<file path="src/rtl/smc_frame_loader.sv">
// smc_frame_loader: serial-to-parallel frame loader in front of the
// combinational SMC transistor-evaluation stage. Collects N_TR slots of
// (W, V_GS, V_DS), presents them as packed buses, captures the SMC result
// and emits it with a one-cycle strobe. Truncated frames raise frame_err.
//
// Input handshake: there is no ready. A slot is transferred on every rising
// edge where in_valid=1 and the loader is in IDLE, LOAD or OUT. A slot
// offered during EVAL is dropped and answered by a frame_err pulse.
//
// dbg_state encoding: 0=IDLE, 1=LOAD, 2=EVAL, 3=OUT.
module smc_frame_loader #(
    parameter int N_TR = 6,
    parameter int DW   = 3,
    parameter int OW   = 10
) (
    input  logic                 clk,
    input  logic                 rst_n,
    input  logic                 in_valid,
    input  logic [1:0]           mode,
    input  logic [DW-1:0]        W,
    input  logic [DW-1:0]        V_GS,
    input  logic [DW-1:0]        V_DS,
    output logic [1:0]           smc_mode,
    output logic [DW*N_TR-1:0]   smc_W,
    output logic [DW*N_TR-1:0]   smc_V_GS,
    output logic [DW*N_TR-1:0]   smc_V_DS,
    input  logic [OW-1:0]        smc_out_n,
    output logic                 out_valid,
    output logic [OW-1:0]        out_n,
    output logic                 frame_err,
    output logic [1:0]           dbg_state
);

    localparam int             CW   = (N_TR > 1) ? $clog2(N_TR) : 1;
    localparam logic [CW-1:0]  LAST = CW'(N_TR - 1);

    typedef enum logic [1:0] {
        IDLE = 2'd0,
        LOAD = 2'd1,
        EVAL = 2'd2,
        OUT  = 2'd3
    } state_t;

    state_t          state;
    state_t          state_next;
    logic [CW-1:0]   cnt;
    logic [CW-1:0]   cnt_next;
    logic [OW-1:0]   result;

    // Control decoded from state for the datapath register block.
    logic            slot_we;   // write slot cnt and, on slot 0, latch mode
    logic            mode_we;
    logic            bus_clr;
    logic            res_we;
    logic            err_set;

    // State and slot-counter register.
    always_ff @(posedge clk) begin
        if (!rst_n) begin
            state <= IDLE;
            cnt   <= '0;
        end else begin
            state <= state_next;
            cnt   <= cnt_next;
        end
    end

    // Next-state and datapath control. cnt is always 0 in IDLE and OUT, so
    // "write slot cnt" covers slot 0 of a new frame as well.
    always_comb begin
        state_next = state;
        cnt_next   = cnt;
        slot_we    = 1'b0;
        mode_we    = 1'b0;
        bus_clr    = 1'b0;
        res_we     = 1'b0;
        err_set    = 1'b0;
        case (state)
            IDLE, OUT: begin
                if (in_valid) begin
                    slot_we    = 1'b1;
                    mode_we    = 1'b1;
                    cnt_next   = CW'(1);
                    state_next = LOAD;
                end else begin
                    state_next = IDLE;
                end
            end
            LOAD: begin
                if (in_valid) begin
                    slot_we = 1'b1;
                    if (cnt == LAST) begin
                        cnt_next   = '0;
                        state_next = EVAL;
                    end else begin
                        cnt_next = cnt + CW'(1);
                    end
                end else begin
                    // Frame ended early: drop it and flag the truncation.
                    bus_clr    = 1'b1;
                    err_set    = 1'b1;
                    cnt_next   = '0;
                    state_next = IDLE;
                end
            end
            EVAL: begin
                res_we     = 1'b1;
                err_set    = in_valid;
                state_next = OUT;
            end
            default: begin
                state_next = IDLE;
                cnt_next   = '0;
            end
        endcase
    end

    // Bus, mode, result and error-strobe registers.
    always_ff @(posedge clk) begin
        if (!rst_n) begin
            smc_mode  <= '0;
            smc_W     <= '0;
            smc_V_GS  <= '0;
            smc_V_DS  <= '0;
            result    <= '0;
            frame_err <= 1'b0;
        end else begin
            frame_err <= err_set;
            if (bus_clr) begin
                smc_mode <= '0;
                smc_W    <= '0;
                smc_V_GS <= '0;
                smc_V_DS <= '0;
            end else if (slot_we) begin
                if (mode_we) begin
                    smc_mode <= mode;
                end
                smc_W   [int'(cnt) * DW +: DW] <= W;
                smc_V_GS[int'(cnt) * DW +: DW] <= V_GS;
                smc_V_DS[int'(cnt) * DW +: DW] <= V_DS;
            end
            if (res_we) begin
                result <= smc_out_n;
            end
        end
    end

    // The result is only visible during the single OUT cycle.
    assign out_valid = (state == OUT);
    assign out_n     = out_valid ? result : '0;
    assign dbg_state = state;

endmodule
</file>
<file path="config.mk">
export PLATFORM = sky130hd
export DESIGN_NAME = smc_frame_loader
export DESIGN_NICKNAME = d
export VERILOG_FILES = /design/src/rtl/smc_frame_loader.sv
export SDC_FILE = /design/constraint.sdc
export NUM_CORES = 1
export LEC_CHECK = 0
export BUFFER_PORTS_ARGS = -buffer_cell sky130_fd_sc_hd__buf_2
export CORE_ASPECT_RATIO = 0.75
export CORE_MARGIN = 2
export CORE_UTILIZATION = 45
export DETAILED_ROUTE_END_ITERATION = 10
export GPL_TIMING_DRIVEN = 0
export PLACE_DENSITY_LB_ADDON = 0.1
export SYNTH_ARGS = -nofsm -noshare
export SYNTH_HDL_FRONTEND = slang
export SYNTH_SLANG_ARGS = --single-unit
</file>
<file path="constraint.sdc">
create_clock -name clk -period 4.34 [get_ports clk]
set_input_delay 1.085 -clock clk [delete_from_list [all_inputs] [get_ports clk]]
set_output_delay 1.085 -clock clk [all_outputs]
set_load 0.01 [all_outputs]
</file>
==> reports/results.txt <==
Status = completed
Vert. Die Dim = 73.8 um
Post-route DRC violation count = 0
Number of endpoints with negative hold slack in the final report = 0
Number of clock buffers inserted by TritonCTS = 9
Total standard cell area after synthesis = 2920 sq um
HPWL after detailed placement = 5160 um
Post-layout power = 1.31 mW
Row count = 25
Number of sinks on the clock net = 72
Fin crit share = 57.9%
Vias in the first global route = 2308
Initial antenna violation count = 0
Post-cts sizing count = 0
Number of buffers added for setup after CTS = 0
Launching element type of the critical path = flop
Most frequent standard cell in the layout excluding fill and tap cells = buf_2
Total instance count after detailed placement = 494
Hold Slack = 0.453 ns
Internal reg-to-reg setup slack = 1.83 ns
Power density over the cells = 356 nW/um^2
Global-route total usage across every layer = 20.8%
Clock tree root driver cell = clkbuf_8
Die W = 97.1 um
Post-route antenna net violation count = 0
Maximum fanout encountered on the critical timing path = 9
Slew Viols, Final = 0
Minimum clock period = 2.51 ns
Endpoint class of the critical path = flop
Area of the die = 7170 sq um
Source-to-sink clock delay at the later pin of the worst-skew pair = 0.34 ns
Mapped Nets = 351
DR WL/cell = 14.3 um
Detailed-routing iteration count for the pre-antenna-repair pass = 4
Total number of yosys warnings = 0
Setup Crit Path Kind = flop to flop
DRT iter0 DRCs = 86
LEAKAGE = 1.63 nW
Weighted congestion reported at the end of routability-driven placement = 0.834
Synth Instances = 320
Global-route wire length before repair = 11600 um
Distinct cell type count of the synthesized netlist = 30
Number of input and output port buffers inserted = 93
Number of standard cells in the final layout excluding fillers = 509
H-tree level count = 3
Peak Freq = 398 MHz
I/O Pins = 94
Proportion of synthesized chip area in sequential cells = 49.3%
Post-route setup TNS = 0 ns
Bufs on Longest Clock Path = 2
Vias after detailed routing = 2544
Least-Margin Pin Slew = 0.691 ns
Clock tree from TritonCTS = built
Top library cells by usage in the layout, fill and taps aside = 96 x buf_2, 72 x dfxtp_1, 39 x nor2_1, 37 x mux2i_1, 34 x a21oi_1
Share of cells above drive strength 1 = 26.9%
Drt via density = 5.00
Worst endpoint required time = 4.55 ns
Starting Density = 46.5%
Normalized max-slew margin = 53.9%
Max-cap violations = 0
Unrepaired setup endpoints after global routing = false
Area Growth Syn to Fin = 25.8%
Final setup vio count = 0
Max IR drop VDD = 0.202 mV
Antenna cell count = 0
Clock Pin Slew Worst Setup and Hold Paths = 0.07 ns
CP arrival = 2.73 ns
Class of the tightest hold or removal check = flop to flop
Area of the core = 6290 sq um
Number of register bits inferred by synthesis = 72
Pin count of the biggest net entering global routing = 12
CTS hold repair buffers = 0
Final layout net count = 455
Wire length after detailed routing = 7290 um
Fraction of the core area covered by cells at the end of the flow = 58.5%
Syn_area_per_cell = 9.14 sq um
Global route overflow = 0
Max Clock Skew = 0.00873 ns
## synth_stat cells
| master | count | share of area [%] |
|---|---|---|
| nand4b_1 | 1 | 0.30 |
| xnor2_1 | 1 | 0.30 |
| mux2_2 | 1 | 0.39 |
| and3b_1 | 1 | 0.30 |
| and2_1 | 12 | 2.6 |
| clkbuf_1 | 14 | 1.8 |
| and4_1 | 1 | 0.30 |
| ha_1 | 7 | 3.0 |
| o2bb2ai_1 | 1 | 0.30 |
| nand3_1 | 31 | 5.3 |
| inv_1 | 8 | 1.0 |
| nand2b_1 | 9 | 1.9 |
| a21boi_0 | 2 | 0.51 |
| or4b_4 | 2 | 0.94 |
| nor2b_1 | 3 | 0.64 |
| buf_6 | 2 | 0.77 |
| a21oi_1 | 34 | 5.8 |
| buf_2 | 3 | 0.51 |
| nor2_1 | 39 | 5.0 |
| and3_1 | 3 | 0.64 |
| mux2i_1 | 37 | 13 |
| a211oi_1 | 1 | 0.26 |
| a22oi_1 | 2 | 0.51 |
| o21ai_0 | 5 | 0.86 |
| buf_1 | 1 | 0.13 |
| nor3_1 | 1 | 0.17 |
| or4bb_1 | 1 | 0.39 |
| or3b_2 | 1 | 0.30 |
| dfxtp_1 | 72 | 49 |
| nand2_1 | 24 | 3.1 |
## state kept, by name, summed over array words and instances, names as in the netlist
register,count
dbg_state,2
frame_err,1
smc_V_GS,18
smc_V_DS,18
cnt,3
result,10
smc_mode,2
smc_W,18
## area by class of cell
class | instances | area [sq um]
Buffer | 20 | 93.8
Clock buffer | 12 | 145
Clock inverter | 3 | 42.5
Fill cell | 609 | 2610
Inverter | 8 | 30.0
Multi-Input combinational cell | 220 | 1360
Sequential cell | 72 | 1440
Tap cell | 81 | 101
Timing Repair Buffer | 93 | 465
## path summary, 6_finish.rpt
check	startpoint	cells past startpoint	to
min	smc_W[3]	2	smc_W[3]
min reg2reg	smc_W[3]	2	smc_W[3]
max	cnt[0]	7	smc_V_DS[1]
max reg2reg	cnt[0]	7	smc_V_DS[1]
## critical path, stage by stage (launching register included)
cell	delay, ns
dfxtp_1	0.49
inv_1	0.10
ha_1	0.36
or4b_4	0.51
or4b_4	0.53
buf_6	0.17
mux2i_1	0.15
nor2_1	0.07
## logic make-up after synthesis
family,after synthesis,synth area share [%]
adders and majority gates,7,3.00
xor gates and xnor gates,1,0.300
muxes,38,13.1
buffers and inverters,28,4.24
and+or+nand+nor,129,21.9
AOI/OAI and AO/OA,45,8.26
DFF,72,49.3
## where the power goes
part | leakage (nW) | switching (mW) | internal [mW]
logic | 0.951 | 0.0699 | 0.0421
clock network | 0.0925 | 0.244 | 0.278
registers | 0.581 | 0.00661 | 0.669
total | 1.63 | 0.321 | 0.989
## per-layer routing
layer / wire, um / GRT usage, % / share of wire, % / up-vias
met1: 3390 / 28.1 / 47 / 1165
met2: 3140 / 30.8 / 43 / 86
li1: - / - / - / 1287
met3: 702 / 9.32 / 9.6 / 6
met5: 0 / 0 / 0 / -
met4: 51 / 4.69 / 0.70 / 0
## through the flow
stage	instance area, sq um	worst slack, ns
floorplan	2920	1.84
global placement	3490	1.65
detailed placement	3490	1.63
CTS	3680	1.81
global route	3680	1.69
finish	3680	1.83
(Power assumes the default switching activity.)
